File: src/rtl/pending_request_scheduler_12.sv
// Fixed-priority scheduler: latches 12 request lines as pending and grants the
// shared resource to the highest unmasked candidate until done or timeout.
module pending_request_scheduler_12 #(
    parameter int unsigned TIMEOUT = 16
) (
    input  logic        clk,
    input  logic        reset_n,
    input  logic [11:0] req,
    input  logic [11:0] mask,
    input  logic        done,
    output logic        grant_valid,
    output logic [3:0]  grant_code,
    output logic [11:0] grant_onehot,
    output logic        timeout,
    output logic [11:0] pending
);

    localparam int unsigned N      = 12;
    localparam int unsigned CODE_W = 4;
    localparam int unsigned CNT_W  = 8;
    localparam logic [CNT_W-1:0] CNT_LAST = CNT_W'(TIMEOUT - 1);

    typedef enum logic [1:0] {
        IDLE    = 2'd0,
        GRANT   = 2'd1,
        RELEASE = 2'd2
    } state_t;

    state_t             state;
    logic [CNT_W-1:0]   cnt;
    logic [N-1:0]       cand;
    logic [CODE_W-1:0]  win_idx;
    logic [N-1:0]       win_oh;

    // Highest set candidate bit wins; later iterations override earlier ones.
    always_comb begin
        cand    = (pending | req) & ~mask;
        win_idx = '0;
        for (int i = 0; i < N; i++) begin
            if (cand[i]) begin
                win_idx = CODE_W'(i);
            end
        end
        win_oh = N'(1) << win_idx;
    end

    always_ff @(posedge clk or negedge reset_n) begin
        if (!reset_n) begin
            state        <= IDLE;
            cnt          <= '0;
            pending      <= '0;
            grant_valid  <= 1'b0;
            grant_code   <= '0;
            grant_onehot <= '0;
            timeout      <= 1'b0;
        end else begin
            timeout <= 1'b0;
            case (state)
                IDLE: begin
                    if (cand != '0) begin
                        // Winner's request is consumed by the grant, not left pending.
                        state        <= GRANT;
                        cnt          <= '0;
                        grant_valid  <= 1'b1;
                        grant_code   <= win_idx + CODE_W'(1);
                        grant_onehot <= win_oh;
                        pending      <= (pending | req) & ~win_oh;
                    end else begin
                        pending <= pending | req;
                    end
                end
                GRANT: begin
                    pending <= pending | req;
                    if (done || (cnt == CNT_LAST)) begin
                        state        <= RELEASE;
                        grant_valid  <= 1'b0;
                        grant_code   <= '0;
                        grant_onehot <= '0;
                        timeout      <= ~done;
                    end else begin
                        cnt <= cnt + CNT_W'(1);
                    end
                end
                RELEASE: begin
                    pending <= pending | req;
                    state   <= IDLE;
                end
                default: begin
                    state        <= IDLE;
                    grant_valid  <= 1'b0;
                    grant_code   <= '0;
                    grant_onehot <= '0;
                end
            endcase
        end
    end

endmodule
File: config.mk
export PLATFORM = sky130hd
export DESIGN_NAME = pending_request_scheduler_12
export DESIGN_NICKNAME = d
export VERILOG_FILES = /design/src/rtl/pending_request_scheduler_12.sv
export SDC_FILE = /design/constraint.sdc
export NUM_CORES = 1
export LEC_CHECK = 0
export CAP_MARGIN = 20
export CORE_ASPECT_RATIO = 1.2
export CORE_MARGIN = 3
export CORE_UTILIZATION = 40
export DETAILED_ROUTE_END_ITERATION = 16
export GPL_TIMING_DRIVEN = 0
export PLACE_DENSITY = 0.69
export SYNTH_ARGS = -nofsm -noshare
export SYNTH_HDL_FRONTEND = slang
export SYNTH_SLANG_ARGS = --single-unit
File: constraint.sdc
create_clock -name clk -period 2.4 [get_ports clk]
set_clock_uncertainty 0.15 [all_clocks]
set_input_delay 0.48 -clock clk [delete_from_list [all_inputs] [get_ports clk]]
set_output_delay 0.48 -clock clk [all_outputs]
set_load 0.01 [all_outputs]
==> qor.csv <==
stage,metric,value,unit
synthesis,Synth Net Count,264,
place,pre-CTS WS,-685,ps
global_routing,first-pass GRT wire length,9.44,mm
sta,Tmin final,2420,ps
synthesis,Yosys reg bits,40,
worst_setup_path,crit end category,register,
synthesis,Mapped Cells,226,
cells_and_area,Area Growth Syn to Fin,56.4,%
sta,final worst slack,-19.9,ps
clocking,CTS tree,built,
synthesis,Post-Syn Area,2190,um^2
worst_setup_path,Critical path origin,mask[7],
power,Max VDD drop,0.471,mV
floorplan,num rows,28,
worst_setup_path,WP data arrival,2500,ps
sta,Max Freq,413,MHz
clocking,Num Clock Sinks,40,
global_routing,number of global-route vias before repair,2000,
worst_setup_path,reg2reg setup slack,110,ps
clocking,clk slew on worst S/H paths,90,ps
drt,Vias,2068,
worst_setup_path,reg2reg end,grant_code[2],
drt,vias per cell,5.63,
sta,final hold violation count,0,
worst_setup_path,"Req. time, crit path",2480,ps
floorplan,core box area,5110,um^2
place,PortBufs,56,
worst_setup_path,CP Class,in -> reg,
cells_and_area,Ant. Diodes,0,
global_routing,gr usage total,18.9,%
synthesis,"area leader, netlist",dfrtp_1,
sta,sum of negative setup slack,-19.9,ps
run_status,status,"finished, violations left",
worst_setup_path,worst setup path end,grant_code[2],
sta,worst-margin pin slew,612,ps
clocking,CTS Buf Count,5,
synthesis,"Seq/Total Area, Yosys",45.8,%
global_routing,antenna violations before repair,0,
drt,WL met1,2.67,mm
drt,DR WL met2,3.09,mm
place,RePlAce Congestion,0.800,
drt,WL final,6.18,mm
drt,top layer in use,met4,
cells_and_area,share of cells above drive strength 1,25.7,%
synthesis,Netlist cell types,35,
drt,DRC viols,0,
power,Leak,0.00138,uW
sta,Final Cycle Share,101,%
synthesis,top cell type's share of synthesized area,45.8,%
synthesis,Synth area leaders,"dfrtp_1, ha_1, a21oi_1, o31ai_1, o21bai_1",
drt,met3 wire length,297,um
sta,Relative slew margins,58.9,%
cells_and_area,"Net count, final",344,
power,"Power, Total",2930,uW
worst_setup_path,r2r startpoint,pending[3],
sta,RSZ-0062 raised after global routing,true,
place,dpl hpwl,4.26,mm
drt,WL/cell,16.8,um
worst_hold_path,Hold WC Path Type,reg -> reg,
synthesis,Synth warnings,0,
floorplan,Initial Utilization,42.8,%
cells_and_area,Util after Layout,66.9,%
clocking,H-Tree Depth,2,
floorplan,# IOs,57,
clocking,clk buf depth,2,
job,Max Cap Viol,0,
floorplan,Die Height,87,um
sta,count of pins over their slew limit,0,
global_routing,total grt overflow,0,
drt,post-route ant nets,0,
worst_setup_path,worst-path fanout max,4,
run_status,violated checks,negative setup slack,
global_routing,largest net degree at the start of global routing,34,
drt,initial drt markers,87,
clocking,latest clock arrival within the worst-skew pair,300,ps
synthesis,syn avg cell area,9.68,um^2
power,Cell Pwr Density,856,nW/um^2
sta,Finish-stage setup viols,1,
clocking,Root Driver,clkbuf_8,
worst_setup_path,r2r worst-path depth,9,
floorplan,chip width,73.5,um
worst_setup_path,Setup crit start kind,input pin,
drt,TritonRoute pass-1 iters,6,
floorplan,die area,6390,um^2
-- cells in the mapped netlist --
cell type	instances
or2_1	2
o31ai_1	12
or3_1	2
or4_1	2
o31ai_2	6
nor2b_1	3
o311ai_0	2
o22ai_1	1
or2_2	1
buf_2	2
a31oi_1	8
nand2_1	14
ha_1	11
a21oi_1	22
nand3_1	2
nand2b_1	6
o41ai_1	3
nand4_1	3
nor3_1	5
o21a_1	3
mux2i_1	1
o211ai_1	1
nor4_2	3
nor2_1	14
inv_1	7
o2111ai_1	1
buf_6	2
dfrtp_1	40
and2_1	1
clkbuf_1	6
or4b_1	1
o21ai_0	16
o21bai_1	11
o21ai_1	10
nor3b_1	2
-- worst max-delay path, stage by stage --
cell,delay (ps)
clkdlybuf4s50_1,460
o21bai_4,140
nand2_2,90
a31oi_4,180
nor3_4,70
or3_4,430
ha_4,190
ha_4,260
nand2_1,60
o21ai_1,140
-- timing repair --
item	CTS	global route
buffers inserted	5	10
hold buffers	1	0
endpoints found under the setup margin	29	31
endpoints found under the hold margin	7	0
pin swaps	8	19
gates resized for setup	17	55
cloned	0	1
-- final cells by class --
type / count / area [um^2]
buffer: 9 / 62.6
clock buffer: 5 / 68.8
clock inverter: 3 / 42.5
fill: 393 / 1690
inverter: 7 / 26.3
multi-input combinational: 169 / 1400
sequential: 40 / 1000
tap: 60 / 75.1
timing repair buffer: 74 / 739
-- cells by family after synthesis --
kind of cell,after synthesis,synth area share (%)
AO/OA/AOI/OAI,96,28.7
adder cells (fa/ha/maj),11,6.29
buffers and inverters,17,3.72
flip-flops,40,45.8
multiplexers,1,0.458
AND/OR/NAND/NOR,61,15.1
-- report_power, final --
| group | switching, uW | internal (uW) |
|---|---|---|
| combinational | 796 | 677 |
| sequential | 94.6 | 801 |
| clock | 253 | 308 |
| total | 1140 | 1790 |
-- registers in the layout, summed over array words and instances, names as in the netlist --
| name | count |
|---|---|
| state | 2 |
| grant_code | 4 |
| grant_valid | 1 |
| timeout | 1 |
| cnt | 8 |
| pending | 12 |
| grant_onehot | 12 |
-- cell usage in the layout (no fill, tap or decap), types with 2 or more instances in the layout --
| cell type | Yosys | final |
|---|---|---|
| a21oi_1 | 22 | 22 |
| a31oi_1 | 8 | 5 |
| a31oi_4 | 0 | 3 |
| buf_2 | 2 | 2 |
| buf_4 | 0 | 15 |
| buf_6 | 2 | 2 |
| clkbuf_2 | 0 | 4 |
| clkbuf_8 | 0 | 5 |
| clkdlybuf4s50_1 | 0 | 47 |
| dfrtp_1 | 40 | 39 |
| dlygate4sd2_1 | 0 | 2 |
| dlymetal6s2s_1 | 0 | 6 |
| ha_1 | 11 | 3 |
| ha_4 | 0 | 7 |
| inv_1 | 7 | 6 |
| nand2_1 | 14 | 10 |
| nand2_2 | 0 | 4 |
| nand2b_1 | 6 | 5 |
| nand3_1 | 2 | 2 |
| nand4_1 | 3 | 3 |
| nor2_1 | 14 | 11 |
| nor2_2 | 0 | 3 |
| nor2b_1 | 3 | 2 |
| nor3_1 | 5 | 3 |
| nor3b_1 | 2 | 2 |
| nor4_4 | 0 | 3 |
| o21a_1 | 3 | 3 |
| o21ai_0 | 16 | 16 |
| o21ai_1 | 10 | 10 |
| o21bai_1 | 11 | 5 |
| o21bai_4 | 0 | 6 |
| o311ai_0 | 2 | 2 |
| o31ai_1 | 12 | 9 |
| o31ai_2 | 6 | 9 |
| o41ai_1 | 3 | 3 |
| or2_1 | 2 | 2 |
| or4_1 | 2 | 2 |
-- worst min path at each step --
stage,start,to,cells after the start
after detailed placement,reset_n,pending[6],1
after global routing,grant_onehot[4],grant_onehot[4],2
final,grant_onehot[4],grant_onehot[4],2
after floorplan,reset_n,cnt[0],0
after global placement,grant_onehot[4],grant_onehot[4],2
after CTS,grant_onehot[4],grant_onehot[4],2
-- per-layer routing --
metal | GRT usage [%] | vias up
li1 | - | 1007
met1 | 24.0 | 990
met2 | 31.3 | 60
met3 | 4.62 | 11
met4 | 5.93 | 0
met5 | 0 | -
-- per-stage QoR --
stage                     instance area, um^2  cells  hold slack [ps]
after floorplan                          2190    226             34.4
after global placement                   2820    342              330
after detailed placement                 2840    343              200
after CTS                                3050    356              363
after global routing                     3420    367              376
final                                    3420    367              356
(Power assumes the default switching activity.)
